<file path="config.mk">
export PLATFORM = sky130hd
export DESIGN_NAME = unidad_logica_pipe
export DESIGN_NICKNAME = d
export VERILOG_FILES = /design/src/rtl/logica_pkg.sv /design/src/rtl/nucleo_logico.sv /design/src/rtl/unidad_logica_pipe.sv
export SDC_FILE = /design/constraint.sdc
export NUM_CORES = 1
export LEC_CHECK = 0
export CAP_MARGIN = 20
export CORE_MARGIN = 8
export CORE_UTILIZATION = 57
export DETAILED_ROUTE_END_ITERATION = 8
export GPL_ROUTABILITY_DRIVEN = 1
export GPL_TIMING_DRIVEN = 0
export HOLD_SLACK_MARGIN = 0.06
export PLACE_DENSITY = 0.9
export SKIP_LAST_GASP = 1
export SLEW_MARGIN = 20
export SYNTH_ARGS = -nofsm -noshare
export SYNTH_HDL_FRONTEND = slang
export SYNTH_SLANG_ARGS = --single-unit
</file>
<file path="constraint.sdc">
create_clock -name clk -period 3.95 [get_ports clk]
set_clock_uncertainty 0.2 [all_clocks]
set_input_delay 0.395 -clock clk [delete_from_list [all_inputs] [get_ports clk]]
set_output_delay 0.395 -clock clk [all_outputs]
set_load 0.01 [all_outputs]
</file>
<file path="src/rtl/logica_pkg.sv">
// Shared opcode definitions and per-bit operation for the pipelined logic unit.
// The operation is defined per bit so any operand width reuses the same function.
package logica_pkg;

  localparam int OP_W = 3;

  typedef enum logic [OP_W-1:0] {
    OP_AND   = 3'd0,
    OP_OR    = 3'd1,
    OP_XOR   = 3'd2,
    OP_NOT_A = 3'd3,
    OP_NAND  = 3'd4,
    OP_YES   = 3'd5,
    OP_NOR   = 3'd6,
    OP_XNOR  = 3'd7
  } op_logica_t;

  function automatic logic aplicar_op(input logic a, input logic b, input op_logica_t op);
    logic r;
    r = 1'b0;
    case (op)
      OP_AND:   r = a & b;
      OP_OR:    r = a | b;
      OP_XOR:   r = a ^ b;
      OP_NOT_A: r = ~a;
      OP_NAND:  r = ~(a & b);
      OP_YES:   r = b;
      OP_NOR:   r = ~(a | b);
      OP_XNOR:  r = ~(a ^ b);
      default:  r = 1'b0;
    endcase
    return r;
  endfunction

endpackage

</file>
<file path="src/rtl/nucleo_logico.sv">
// Combinational bitwise core: applies the selected opcode to every bit pair.
module nucleo_logico
  import logica_pkg::*;
#(
  parameter int WIDTH = 8
) (
  input  logic [WIDTH-1:0] a_i,
  input  logic [WIDTH-1:0] b_i,
  input  op_logica_t       op_i,
  output logic [WIDTH-1:0] res_o
);

  always_comb begin
    res_o = '0;
    for (int i = 0; i < WIDTH; i++) begin
      res_o[i] = aplicar_op(a_i[i], b_i[i], op_i);
    end
  end

endmodule

</file>
<file path="src/rtl/unidad_logica_pipe.sv">
// Two-stage valid/ready logic unit with accumulator feedback and completion counter.
// Define LOGICA_BANDERAS_EN to add registered zero/parity flags alongside salida.
module unidad_logica_pipe
  import logica_pkg::*;
#(
  parameter int WIDTH   = 8,
  parameter int COUNT_W = 16
) (
  input  logic               clk,
  input  logic               rst,
  input  logic               entrada_valid,
  output logic               entrada_ready,
  input  logic [WIDTH-1:0]   entrada_a,
  input  logic [WIDTH-1:0]   entrada_b,
  input  logic [OP_W-1:0]    op,
  input  logic               acum,
  input  logic               acum_clr,
  output logic               salida_valid,
  input  logic               salida_ready,
  output logic [WIDTH-1:0]   salida,
  output logic [OP_W-1:0]    salida_op,
  output logic [COUNT_W-1:0] cuenta_ops
`ifdef LOGICA_BANDERAS_EN
  ,
  output logic               salida_cero,
  output logic               salida_paridad
`endif
);

  logic               s1_valid_q, s1_valid_d;
  logic [WIDTH-1:0]   s1_a_q, s1_a_d;
  logic [WIDTH-1:0]   s1_b_q, s1_b_d;
  logic [OP_W-1:0]    s1_op_q, s1_op_d;
  logic               s1_acum_q, s1_acum_d;

  logic               s2_valid_q, s2_valid_d;
  logic [WIDTH-1:0]   s2_res_q, s2_res_d;
  logic [OP_W-1:0]    s2_op_q, s2_op_d;

  logic [WIDTH-1:0]   acc_q, acc_d;
  logic [COUNT_W-1:0] cnt_q, cnt_d;

  logic               in_hs;
  logic               out_hs;
  logic               s2_load;
  logic [WIDTH-1:0]   op_a;
  logic [WIDTH-1:0]   res;

  assign out_hs        = s2_valid_q & salida_ready;
  assign s2_load       = s1_valid_q & (~s2_valid_q | salida_ready);
  assign entrada_ready = ~rst & (~s1_valid_q | s2_load);
  assign in_hs         = entrada_valid & entrada_ready;

  // Accumulate beats read acc as it stands at the S2 load edge (pre-clear value).
  assign op_a = s1_acum_q ? acc_q : s1_a_q;

  nucleo_logico #(
    .WIDTH (WIDTH)
  ) u_nucleo (
    .a_i   (op_a),
    .b_i   (s1_b_q),
    .op_i  (op_logica_t'(s1_op_q)),
    .res_o (res)
  );

  always_comb begin
    s1_valid_d = s1_valid_q;
    s1_a_d     = s1_a_q;
    s1_b_d     = s1_b_q;
    s1_op_d    = s1_op_q;
    s1_acum_d  = s1_acum_q;
    if (in_hs) begin
      s1_valid_d = 1'b1;
      s1_a_d     = entrada_a;
      s1_b_d     = entrada_b;
      s1_op_d    = op;
      s1_acum_d  = acum;
    end else if (s2_load) begin
      s1_valid_d = 1'b0;
    end
  end

  always_comb begin
    s2_valid_d = s2_valid_q;
    s2_res_d   = s2_res_q;
    s2_op_d    = s2_op_q;
    if (s2_load) begin
      s2_valid_d = 1'b1;
      s2_res_d   = res;
      s2_op_d    = s1_op_q;
    end else if (out_hs) begin
      s2_valid_d = 1'b0;
    end
  end

  // Clear wins over the load's write-back; the loaded result still goes out.
  always_comb begin
    acc_d = acc_q;
    if (acum_clr) begin
      acc_d = '0;
    end else if (s2_load) begin
      acc_d = res;
    end
  end

  always_comb begin
    cnt_d = cnt_q;
    if (out_hs) begin
      cnt_d = cnt_q + 1'b1;
    end
  end

  always_ff @(posedge clk) begin
    if (rst) begin
      s1_valid_q <= 1'b0;
      s1_a_q     <= '0;
      s1_b_q     <= '0;
      s1_op_q    <= '0;
      s1_acum_q  <= 1'b0;
      s2_valid_q <= 1'b0;
      s2_res_q   <= '0;
      s2_op_q    <= '0;
      acc_q      <= '0;
      cnt_q      <= '0;
    end else begin
      s1_valid_q <= s1_valid_d;
      s1_a_q     <= s1_a_d;
      s1_b_q     <= s1_b_d;
      s1_op_q    <= s1_op_d;
      s1_acum_q  <= s1_acum_d;
      s2_valid_q <= s2_valid_d;
      s2_res_q   <= s2_res_d;
      s2_op_q    <= s2_op_d;
      acc_q      <= acc_d;
      cnt_q      <= cnt_d;
    end
  end

  assign salida_valid = s2_valid_q;
  assign salida       = s2_res_q;
  assign salida_op    = s2_op_q;
  assign cuenta_ops   = cnt_q;

`ifdef LOGICA_BANDERAS_EN
  logic cero_q, cero_d;
  logic par_q, par_d;

  always_comb begin
    cero_d = cero_q;
    par_d  = par_q;
    if (s2_load) begin
      cero_d = (res == '0);
      par_d  = ^res;
    end
  end

  always_ff @(posedge clk) begin
    if (rst) begin
      cero_q <= 1'b0;
      par_q  <= 1'b0;
    end else begin
      cero_q <= cero_d;
      par_q  <= par_d;
    end
  end

  assign salida_cero    = cero_q;
  assign salida_paridad = par_q;
`endif

endmodule

</file>
==> impl_metrics.ini <==
[timing]
setup_viol = 0
tns_ns = 0
hold_violations = 0
rsz0062_at_grt = false
tightest_slew_ns = 0.941
holdWs_ns = 0.256
finalCriticalPeriod_ns = 2.94
fmax_mhz = 340
finalCritPeriodShare_pct = 74.5
slew_viol_final = 0
slew_headroom_pct = 36.5

[clock_tree]
cts_made_buffers = 9
clockRootBuffer = clkbuf_8
hold_buffers = 0
cts_resized = 0
clockBufferDepth = 2
cts.sinks = 57
clkLatencyLatePin_ns = 0.34
path_clk_slew_ns = 0.06
htreeDepth = 3
cts_setup_buffers = 0
cts_tree = yes

[floorplan]
start_util_pct = 59.2
die_area_um2 = 7890
rows = 26
io_pins = 54
core_um2 = 5110
die_w_um = 88.8
die_h_um = 88.8

[synthesis]
synth_area_leaders = dfxtp_1, ha_1, a21oi_1, nand2_1, mux2_2
avgSynthCellArea_um2 = 8.44
yosysMostFrequentCell = dfxtp_1
synthArstFlopShare_pct = 0
yosysSeqAreaShare_pct = 37.7
syn_area_um2 = 3020
ys_top_cells_by_count = dfxtp_1, nand2_1, a21oi_1, inv_1, ha_1
synth_top_area_share_pct = 37.7
yosysUniqueCellTypes = 37
synth-seq-cells = 57
synth-edff-count = 0
synth_area_leader_cell = dfxtp_1
synth_cells = 358
ys.flop_type = dfxtp_1
ys.warnings.count = 0
syn-num-nets = 400

[place]
dp.cells = 481
portBuffers = 53
hpwl_mm = 6.11
place.gp.congestion = 0.940

[layout]
nets = 464
final_cells = 497
drive_gt1_share_pct = 13.1
diodes = 0
synthToLayoutAreaGrowth_pct = 26.2

[worst_setup_path]
worstPathMaxFanout = 10
critPathArrivalTime_ns = 2.35
cp_cell_sequence = clkdlybuf4s50_1 -> clkbuf_1 -> clkbuf_1 -> a21oi_1 -> clkdlybuf4s50_1
cp_slowest_cell = clkdlybuf4s50_1
cp_slowest_stage_delay_ns = 0.59
required_ns = 3.36
timing.rr.start = s1_acum_q
startpoint_type = input port
rr_worst_depth = 8
criticalPathCategory = in -> out
cp_top_family = buffers and inverters
r2r_end = salida[3]
worst-r2r-setup-slack_ns = 1.16
endpoint_kind = output pin
critPathBufInv = 4

[run]
max_cap_viol_count = 0

[power]
p_per_area_nw_per_um2 = 349
vdd_drop_max_uv = 198
finalPower_uw = 1330
p_leak_uw = 0.00142

[detailed_routing]
drtPass1Iterations = 5
drt_iter0_markers = 235
via_per_inst = 5.96
drc = 0
vias = 2960
ant_nets = 0
drt-total-wl_mm = 8.42
wl_per_cell_um = 16.9

[grt]
antenna_found_initial = 0
grt_pass1_vias = 2765
overflow = 0
grt_max_degree = 11
grtUsageTotal_pct = 22.2
grt_pass1_wl_mm = 13.3

[hold_path]
hold_path_class = reg -> reg
worstHoldStart = salida[4]
hold_path_depth = 2
hold_end = salida[4]

[run_status]
outcome = complete, no violations
-- cell families (layout without fill, tap and decap cells) --
| logic type | after synthesis | count (layout) | share of synthesized area [%] |
|---|---|---|---|
| compound gates | 87 | 87 | 17.9 |
| buf+inv | 43 | 112 | 6.13 |
| mux | 16 | 16 | 5.63 |
| flops | 57 | 57 | 37.7 |
| simple gates | 129 | 129 | 23.0 |
| xor+xnor | 9 | 9 | 2.61 |
| fa+ha+maj | 17 | 17 | 7.04 |
-- cell type report --
class	instances	area, µm²
clock buffers	11	141
fillers	398	1290
multi-input cells	258	1700
clock inverters	5	31.3
inverters	18	67.6
well taps	70	87.6
flip-flops and latches	57	1140
plain buffers	25	118
repair buffers	53	531
-- worst max path at each step --
stage	start	to	slack [ns]	cells after the start
3_3_place_gp	rst	entrada_ready	1.03	5
4_1_cts	rst	entrada_ready	0.99	5
6_report	rst	entrada_ready	1.01	5
5_1_grt	rst	entrada_ready	0.88	5
2_1_floorplan	s1_acum_q	salida[2]	1.86	8
3_5_place_dp	rst	entrada_ready	1.02	5
-- per-stage QoR --
stage	area [µm²]	util [%]	setup WS, ns
after floorplan	3020	-	1.86
after CTS	3810	74.7	0.989
after detailed placement	3640	71.3	1.02
final	3810	74.7	1.01
after global routing	3810	74.7	0.882
after global placement	3640	71.3	1.03
-- worst reg2reg max path, stage by stage, from the launching register on --
cell      delay [ns]
dfxtp_1         0.30
buf_2           0.24
mux2_2          0.41
inv_1           0.06
ha_1            0.23
mux2i_1         0.14
a221oi_1        0.10
o311ai_0        0.80
a21oi_1         0.16
-- report_power, final --
group          total [µW]  leakage, µW  switching [µW]  internal (µW)
clock                 488    0.0000891             246            242
sequential            616     0.000465            16.4            600
combinational         229     0.000868             122            107
total                1330      0.00142             384            949
-- sequential cells by signal (all words and copies together) (netlist names) --
register and flops:
s1_a_q 8, cuenta_ops 16, acc_q 8, s1_op_q 3, salida_op 3, s1_acum_q 1
s1_b_q 8, salida_valid 1, salida 8, s1_valid_q 1
-- layout by cell type, fill, tap and decap left out, types with 9 or more instances in the layout --
| cell type | count |
|---|---|
| nand3_1 | 16 |
| buf_2 | 13 |
| clkdlybuf4s50_1 | 53 |
| o21ai_0 | 12 |
| nand2b_1 | 13 |
| or4_1 | 11 |
| o31ai_1 | 11 |
| nand2_1 | 48 |
| or2_2 | 9 |
| inv_1 | 18 |
| ha_1 | 17 |
| dfxtp_1 | 57 |
| nor2_1 | 12 |
| clkbuf_8 | 10 |
| a21oi_1 | 36 |
| clkbuf_1 | 9 |
-- per-layer routing --
metal  vias up  global-route usage (%)  wire [µm]
met1      1385                    27.2       3440
li1       1403                       -          -
met3        20                    5.20        708
met2       152                    35.2       4050
met4         0                    11.5        228
met5         -                       0          0
(Power assumes the default switching activity.)
